==> config.mk <==
export PLATFORM = sky130hd
export DESIGN_NAME = hs_ram_arbiter_flat
export DESIGN_NICKNAME = d
export VERILOG_FILES = /design/src/rtl/hs_ram_arbiter_if.sv /design/src/rtl/hs_ram_arbiter.sv /design/src/flat_wrapper.sv
export SDC_FILE = /design/constraint.sdc
export NUM_CORES = 1
export LEC_CHECK = 0
export ABC_AREA = 1
export CAP_MARGIN = 10
export CELL_PAD_IN_SITES_DETAIL_PLACEMENT = 1
export CELL_PAD_IN_SITES_GLOBAL_PLACEMENT = 2
export CORE_ASPECT_RATIO = 0.9
export CORE_MARGIN = 3
export CORE_UTILIZATION = 11
export CTS_CLUSTER_DIAMETER = 120
export DETAILED_ROUTE_END_ITERATION = 16
export PLACE_DENSITY = 0.74
export SLEW_MARGIN = 20
export SYNTH_ARGS = -nofsm -noshare
export SYNTH_HDL_FRONTEND = slang
export SYNTH_SLANG_ARGS = --single-unit
==> constraint.sdc <==
create_clock -name clk_49m -period 0.95 [get_ports clk_49m]
set_input_delay 0.095 -clock clk_49m [delete_from_list [all_inputs] [get_ports clk_49m]]
set_output_delay 0.095 -clock clk_49m [all_outputs]
set_load 0.005 [all_outputs]
==> src/rtl/hs_ram_arbiter_if.sv <==
// Bus bundle for hs_ram_arbiter: CPU port, hiscore engine port, pause lines and the RAM port.
// The arbiter uses the slave modport; the surrounding system uses master.
interface hs_ram_arbiter_if #(
    parameter int unsigned ADDR_W = 12,
    parameter int unsigned DATA_W = 8
);
    logic              cpu_cen;
    logic [ADDR_W-1:0] cpu_addr;
    logic [DATA_W-1:0] cpu_wdata;
    logic              cpu_we;
    logic [DATA_W-1:0] cpu_rdata;
    logic              user_pause;
    logic              cpu_pause_n;
    logic              hs_pause_req;
    logic              hs_paused;
    logic [ADDR_W-1:0] hs_addr;
    logic [DATA_W-1:0] hs_wdata;
    logic              hs_write;
    logic [DATA_W-1:0] hs_rdata;
    logic [ADDR_W-1:0] ram_addr;
    logic [DATA_W-1:0] ram_wdata;
    logic              ram_we;
    logic [DATA_W-1:0] ram_rdata;
    logic              hs_err;

    modport slave (
        input  cpu_cen, cpu_addr, cpu_wdata, cpu_we, user_pause,
        input  hs_pause_req, hs_addr, hs_wdata, hs_write, ram_rdata,
        output cpu_rdata, cpu_pause_n, hs_paused, hs_rdata,
        output ram_addr, ram_wdata, ram_we, hs_err
    );

    modport master (
        output cpu_cen, cpu_addr, cpu_wdata, cpu_we, user_pause,
        output hs_pause_req, hs_addr, hs_wdata, hs_write, ram_rdata,
        input  cpu_rdata, cpu_pause_n, hs_paused, hs_rdata,
        input  ram_addr, ram_wdata, ram_we, hs_err
    );
endinterface

==> src/rtl/hs_ram_arbiter.sv <==
// Work-RAM port arbiter between the CPU and the hiscore engine; owns the CPU pause line.
// Optional grant watchdog enabled by defining HS_ARB_WATCHDOG_EN.
module hs_ram_arbiter #(
    parameter int unsigned ADDR_W      = 12,
    parameter int unsigned DATA_W      = 8,
    parameter int unsigned SETTLE      = 4,
    parameter int unsigned WDOG_CYCLES = 2**20
) (
    input  logic           clk_49m,
    input  logic           reset,
    hs_ram_arbiter_if.slave bus
);
    localparam int unsigned CNT_W = (SETTLE > 1) ? $clog2(SETTLE) : 1;
    localparam logic [CNT_W-1:0] SETTLE_LAST = CNT_W'(SETTLE - 1);

    if (SETTLE < 1 || WDOG_CYCLES < 1) begin : g_bad_param
        $error("hs_ram_arbiter: SETTLE and WDOG_CYCLES must be >= 1");
    end

    typedef enum logic [1:0] {IDLE, DRAIN, GRANT, RELEASE} state_e;

    state_e            state_q, state_d;
    logic              cen_seen_q, cen_seen_d;
    logic [CNT_W-1:0]  settle_q, settle_d;
    logic [DATA_W-1:0] hs_rdata_q, hs_rdata_d;
    logic              hs_err_q, hs_err_d;
    logic              pause_n_q, pause_n_d;
    logic              wdog_expire;
    logic              req_block;
    logic [ADDR_W-1:0] ram_addr_c;
    logic [DATA_W-1:0] ram_wdata_c;
    logic              ram_we_c;
    logic              hs_paused_c;

`ifdef HS_ARB_WATCHDOG_EN
    localparam int unsigned WDOG_W = (WDOG_CYCLES > 1) ? $clog2(WDOG_CYCLES) : 1;
    localparam logic [WDOG_W-1:0] WDOG_LAST = WDOG_W'(WDOG_CYCLES - 1);

    logic [WDOG_W-1:0] wdog_q, wdog_d;
    logic              wblock_q, wblock_d;

    always_comb begin
        wdog_d = '0;
        if (state_q == GRANT) begin
            wdog_d = (wdog_q == WDOG_LAST) ? wdog_q : wdog_q + 1'b1;
        end
    end

    assign wdog_expire = (state_q == GRANT) && (wdog_q == WDOG_LAST);
    // A forced release blocks new requests until the engine drops its request line.
    assign wblock_d    = (wblock_q | wdog_expire) & bus.hs_pause_req;
    assign req_block   = wblock_q;

    always_ff @(posedge clk_49m or negedge reset) begin
        if (!reset) begin
            wdog_q   <= '0;
            wblock_q <= 1'b0;
        end else begin
            wdog_q   <= wdog_d;
            wblock_q <= wblock_d;
        end
    end
`else
    assign wdog_expire = 1'b0;
    assign req_block   = 1'b0;
`endif

    always_ff @(posedge clk_49m or negedge reset) begin
        if (!reset) begin
            state_q    <= IDLE;
            cen_seen_q <= 1'b0;
            settle_q   <= '0;
            hs_rdata_q <= '0;
            hs_err_q   <= 1'b0;
            pause_n_q  <= 1'b1;
        end else begin
            state_q    <= state_d;
            cen_seen_q <= cen_seen_d;
            settle_q   <= settle_d;
            hs_rdata_q <= hs_rdata_d;
            hs_err_q   <= hs_err_d;
            pause_n_q  <= pause_n_d;
        end
    end

    always_comb begin
        state_d = state_q;
        unique case (state_q)
            IDLE:    if (bus.hs_pause_req && !req_block) state_d = DRAIN;
            DRAIN: begin
                if (!bus.hs_pause_req) begin
                    state_d = IDLE;
                end else if (cen_seen_q && settle_q == SETTLE_LAST) begin
                    state_d = GRANT;
                end
            end
            GRANT:   if (!bus.hs_pause_req || wdog_expire) state_d = RELEASE;
            RELEASE: state_d = IDLE;
            default: state_d = IDLE;
        endcase
    end

    always_comb begin
        cen_seen_d = 1'b0;
        settle_d   = '0;
        if (state_q == DRAIN) begin
            cen_seen_d = cen_seen_q | bus.cpu_cen;
            // Settle count starts the cycle after the boundary and saturates.
            if (cen_seen_q) begin
                settle_d = (settle_q == SETTLE_LAST) ? settle_q : settle_q + 1'b1;
            end
        end
        hs_rdata_d = (state_q == GRANT) ? bus.ram_rdata : hs_rdata_q;
        hs_err_d   = hs_err_q | (bus.hs_write & (state_q != GRANT)) | wdog_expire;
        pause_n_d  = ~(bus.user_pause | (state_d != IDLE));
    end

    always_comb begin
        ram_addr_c  = bus.cpu_addr;
        ram_wdata_c = bus.cpu_wdata;
        ram_we_c    = bus.cpu_we & bus.cpu_cen;
        hs_paused_c = 1'b0;
        unique case (state_q)
            DRAIN: ram_we_c = bus.cpu_we & bus.cpu_cen & ~cen_seen_q;
            GRANT: begin
                ram_addr_c  = bus.hs_addr;
                ram_wdata_c = bus.hs_wdata;
                ram_we_c    = bus.hs_write;
                hs_paused_c = 1'b1;
            end
            RELEASE: begin
                ram_addr_c  = bus.hs_addr;
                ram_wdata_c = bus.hs_wdata;
                ram_we_c    = 1'b0;
            end
            default: ;
        endcase
    end

    assign bus.ram_addr    = ram_addr_c;
    assign bus.ram_wdata   = ram_wdata_c;
    assign bus.ram_we      = ram_we_c;
    assign bus.hs_paused   = hs_paused_c;
    assign bus.cpu_rdata   = bus.ram_rdata;
    assign bus.hs_rdata    = hs_rdata_q;
    assign bus.hs_err      = hs_err_q;
    // While reset is held the pause follows user_pause without waiting for a clock.
    assign bus.cpu_pause_n = reset ? pause_n_q : ~bus.user_pause;
endmodule
==> src/flat_wrapper.sv <==
// flat-port wrapper written by rule: the top's interface ports become plain ports
module hs_ram_arbiter_flat 
#(
    parameter int unsigned ADDR_W      = 12,
    parameter int unsigned DATA_W      = 8,
    parameter int unsigned SETTLE      = 4,
    parameter int unsigned WDOG_CYCLES = 2**20
)
  (clk_49m, reset, bus_cpu_cen, bus_cpu_addr, bus_cpu_wdata, bus_cpu_we, bus_user_pause, bus_hs_pause_req, bus_hs_addr, bus_hs_wdata, bus_hs_write, bus_ram_rdata, bus_cpu_rdata, bus_cpu_pause_n, bus_hs_paused, bus_hs_rdata, bus_ram_addr, bus_ram_wdata, bus_ram_we, bus_hs_err);
  hs_ram_arbiter_if #(.ADDR_W(ADDR_W), .DATA_W(DATA_W)) bus_i ();
  input  logic clk_49m;
  input  logic reset;
  input wire logic [$bits(bus_i.cpu_cen)-1:0] bus_cpu_cen;
  input wire logic [$bits(bus_i.cpu_addr)-1:0] bus_cpu_addr;
  input wire logic [$bits(bus_i.cpu_wdata)-1:0] bus_cpu_wdata;
  input wire logic [$bits(bus_i.cpu_we)-1:0] bus_cpu_we;
  input wire logic [$bits(bus_i.user_pause)-1:0] bus_user_pause;
  input wire logic [$bits(bus_i.hs_pause_req)-1:0] bus_hs_pause_req;
  input wire logic [$bits(bus_i.hs_addr)-1:0] bus_hs_addr;
  input wire logic [$bits(bus_i.hs_wdata)-1:0] bus_hs_wdata;
  input wire logic [$bits(bus_i.hs_write)-1:0] bus_hs_write;
  input wire logic [$bits(bus_i.ram_rdata)-1:0] bus_ram_rdata;
  output wire logic [$bits(bus_i.cpu_rdata)-1:0] bus_cpu_rdata;
  output wire logic [$bits(bus_i.cpu_pause_n)-1:0] bus_cpu_pause_n;
  output wire logic [$bits(bus_i.hs_paused)-1:0] bus_hs_paused;
  output wire logic [$bits(bus_i.hs_rdata)-1:0] bus_hs_rdata;
  output wire logic [$bits(bus_i.ram_addr)-1:0] bus_ram_addr;
  output wire logic [$bits(bus_i.ram_wdata)-1:0] bus_ram_wdata;
  output wire logic [$bits(bus_i.ram_we)-1:0] bus_ram_we;
  output wire logic [$bits(bus_i.hs_err)-1:0] bus_hs_err;
  assign bus_i.cpu_cen = bus_cpu_cen;
  assign bus_i.cpu_addr = bus_cpu_addr;
  assign bus_i.cpu_wdata = bus_cpu_wdata;
  assign bus_i.cpu_we = bus_cpu_we;
  assign bus_i.user_pause = bus_user_pause;
  assign bus_i.hs_pause_req = bus_hs_pause_req;
  assign bus_i.hs_addr = bus_hs_addr;
  assign bus_i.hs_wdata = bus_hs_wdata;
  assign bus_i.hs_write = bus_hs_write;
  assign bus_i.ram_rdata = bus_ram_rdata;
  assign bus_cpu_rdata = bus_i.cpu_rdata;
  assign bus_cpu_pause_n = bus_i.cpu_pause_n;
  assign bus_hs_paused = bus_i.hs_paused;
  assign bus_hs_rdata = bus_i.hs_rdata;
  assign bus_ram_addr = bus_i.ram_addr;
  assign bus_ram_wdata = bus_i.ram_wdata;
  assign bus_ram_we = bus_i.ram_we;
  assign bus_hs_err = bus_i.hs_err;
  hs_ram_arbiter #(.ADDR_W(ADDR_W), .DATA_W(DATA_W), .SETTLE(SETTLE), .WDOG_CYCLES(WDOG_CYCLES)) u_core (.clk_49m(clk_49m), .reset(reset), .bus(bus_i));
endmodule
==> results by group <==
Job
  • Max-cap violations: 0

Place
  • PortBufs: 94
  • Hpwl dp: 3330 um
  • Gpl congestion: 0.770
  • Placed Cells: 366

Worst setup path
  • Nature of the critical path startpoint: register
  • Crit-path max cell delay: 0.40 ns
  • R2R Setup Slk: -0.37 ns
  • CP Max Fanout: 3
  • R2r endpoint: u_core.bus.hs_rdata[3]$_DFFE_PN0P_
  • Worst setup EP type: output port
  • CP required: 0.85 ns
  • Crit path DAT: 1.36 ns
  • Crit Path Class: reg2out
  • Reg2Reg Depth: 9
  • CP cell instances: buf_4 > buf_6 > buf_6 > nand2_8 > inv_4 > nand2_1 > nand2_1 > buf_2
  • CP max stage cell: dfrtp_1
  • Worst R2R Start: u_core.state_q[1]$_DFF_PN0_

Timing
  • Clock skew: 0.0103 ns
  • Setup violations, final: 38
  • Min Hold Slack: 0.271 ns
  • Minimum clock period: 1.46 ns
  • Final setup margin: -0.508 ns
  • Final count of pins violating max slew: 0
  • Slew @ Worst Pin: 0.210 ns
  • Unrepaired setup endpoints after global routing: true
  • Relative slew slack: 86.0%
  • Final hold viol count: 0
  • Period utilization: 153%
  • FMAX: 686 MHz

Status
  • Status: finished, violations left
  • Failing checks: negative setup slack

Route
  • WL met3: 544 um
  • Wire per inst: 12.2 um
  • Drt drc: 0
  • DR vias/cell: 3.58
  • Via Count: 1371
  • Routed WL: 4670 um
  • Met1 WL: 2030 um
  • TritonRoute pass-1 iters: 4
  • Top Layer Used: met4
  • Post-route ant nets: 0
  • Met2 Wirelength: 2040 um
  • Initial DRC count: 24

Clock network
  • Worst skew pair latency: 0.26 ns
  • Root Driver: clkbuf_8
  • Hold Buf Count CTS: 0
  • Reg clk slew, reported paths: 0.07 ns
  • H-tree levels: 1
  • CTS tree: done
  • Max clock buf depth: 2
  • Num CTS Buffers: 3
  • CTS Sinks: 15

Power and ir drop
  • Worst VDD drop: 0.000426 V
  • Leakage: 1.21 nW
  • Total power divided by cell area: 808 nW/um^2

Floorplanning
  • I/O Pins: 95
  • Die Height: 94.1 um
  • Die X: 104 um
  • Core area: 8220 um^2
  • Starting Density: 11.5%
  • Rows: 31
  • Die area: 9790 um^2

Yosys
  • Synth Instances: 150
  • Synthesized flop and latch total: 15
  • Mean post-synth cell area: 6.33 um^2
  • Net count after synthesis: 206
  • Post-synth cell types: 15
  • Synth warnings: 0
  • Mapped cell area: 950 um^2
  • Sequential element share of the synthesized area: 39.7%

Global route
  • First-pass GRT wire length: 7480 um
  • Grt ovf: 0
  • GR Util All Layers: 9.51%
  • Vias in the first global route: 1479
  • Pin count of the biggest net entering global routing: 21
  • Initial antenna violation count: 0

Min path
  • Min-delay worst type: in2async

Finish
  • Final Non-Filler Cells: 383
  • Ratio of cells with drive above 1 in the final layout: 42.9%
  • Area grow syn2layout: 159%
  • # fillers: 996
  • Antenna cells: 0
  • Nets: 325
  • Footprint of the multi-input gates: 642 um^2
  • Flip-flop and latch area: 377 um^2
==> worst max-delay path: cells and delay by family (launching register included) <==
| family | cells | cell delay (ns) |
|---|---|---|
| buf+inv | 5 | 0.54 |
| flops | 1 | 0.40 |
| simple gates | 3 | 0.17 |
==> where the power goes <==
group	switching (mW)	total, mW	internal [mW]
Combinational	0.248	0.675	0.427
Clock	0.249	0.540	0.291
Sequential	0.0476	0.773	0.725
==> synth_stat cells (all sizes together) <==
| cell | number | area, um^2 |
|---|---|---|
| ha | 1 | 12.5 |
| o21a | 1 | 7.51 |
| dfrtp | 14 | 350 |
| dfstp | 1 | 26.3 |
| nand3 | 4 | 20.0 |
| inv | 8 | 30.0 |
| buf | 13 | 87.6 |
| a21o | 1 | 7.51 |
| o21ai | 1 | 5.00 |
| nand4 | 1 | 6.26 |
| nand2 | 102 | 385 |
| nor2 | 3 | 11.3 |
==> placed cells by master, fill, tap and decap left out <==
master	instances
buf_6	13
clkbuf_2	3
buf_4	14
clkinv_2	1
buf_16	3
clkbuf_8	3
dfstp_2	1
inv_1	5
nand4_1	1
nand3_1	2
buf_12	5
ha_1	1
nand3_2	2
nand2_1	64
nor2_1	1
nand2_8	1
a21o_1	1
inv_2	2
buf_8	2
clkdlybuf4s50_1	54
o21a_1	1
nand2_4	11
buf_2	25
nand2_2	26
dlygate4sd2_1	6
clkdlybuf4s15_1	2
o21ai_1	1
nor2_4	2
inv_4	1
dfrtp_1	14
==> worst max path at each step <==
stage                                        start                             end  slack, ns  cells after the start
floorplan           u_core.settle_q[1]$_DFFE_PN0P_  u_core.settle_q[1]$_DFFE_PN0P_      0.001                      5
global placement                             reset                 bus_cpu_pause_n      -0.47                      4
detailed placement     u_core.state_q[1]$_DFF_PN0_                bus_ram_wdata[1]      -0.47                      4
CTS                    u_core.state_q[1]$_DFF_PN0_                bus_ram_wdata[6]      -0.51                      5
global route           u_core.state_q[1]$_DFF_PN0_                      bus_ram_we      -0.60                      7
finish                 u_core.state_q[1]$_DFF_PN0_                      bus_ram_we      -0.51                      8
==> cell type report <==
class,instances,share of cell area [%]
clock buffer,3,1.68
clock inverter,1,0.204
inverter,8,1.32
multi-input combinational,114,26.1
sequential,15,15.3
tap,115,5.85
timing repair buffer,127,49.5
==> cells by family after synthesis <==
kind of cell,Yosys count,synth area share (%)
and+or+nand+nor,110,44.5
buffers and inverters,21,12.4
DFF,15,39.7
AOI/OAI and AO/OA,3,2.11
adders and majority gates,1,1.32
==> registers in the layout, indices dropped and copies added (netlist names) <==
name                 cells
u_core.cen_seen_q        1
u_core.bus.hs_rdata      8
u_core.state_q           2
u_core.settle_q          2
u_core.bus.hs_err        1
u_core.pause_n_q         1
==> per-stage QoR <==
stage	instance area (um^2)	power, mW	setup TNS [ns]	util, %	worst slack (ns)
floorplan	950	0.943	0	-	0.00147
global placement	2110	1.51	-13.41	25.7	-0.468
detailed placement	2110	1.52	-13.93	25.7	-0.474
CTS	2320	2.00	-11.86	28.2	-0.507
global route	2460	2.13	-15.67	29.9	-0.598
finish	2460	1.99	-13.36	29.9	-0.508
==> repair_timing <==
action	CTS	global route
hold endpoints to repair	0	0
setup endpoints to repair	55	43
setup buffers	10	6
resized for setup	160	59
gates cloned	3	0
pin swaps	7	6
==> layer usage <==
layer,track usage (%),vias up
met5,0,-
met3,4.40,5
met1,11.0,606
met4,3.32,0
li1,-,678
met2,15.6,82
Note: power is estimated with default switching activity, not from simulation.
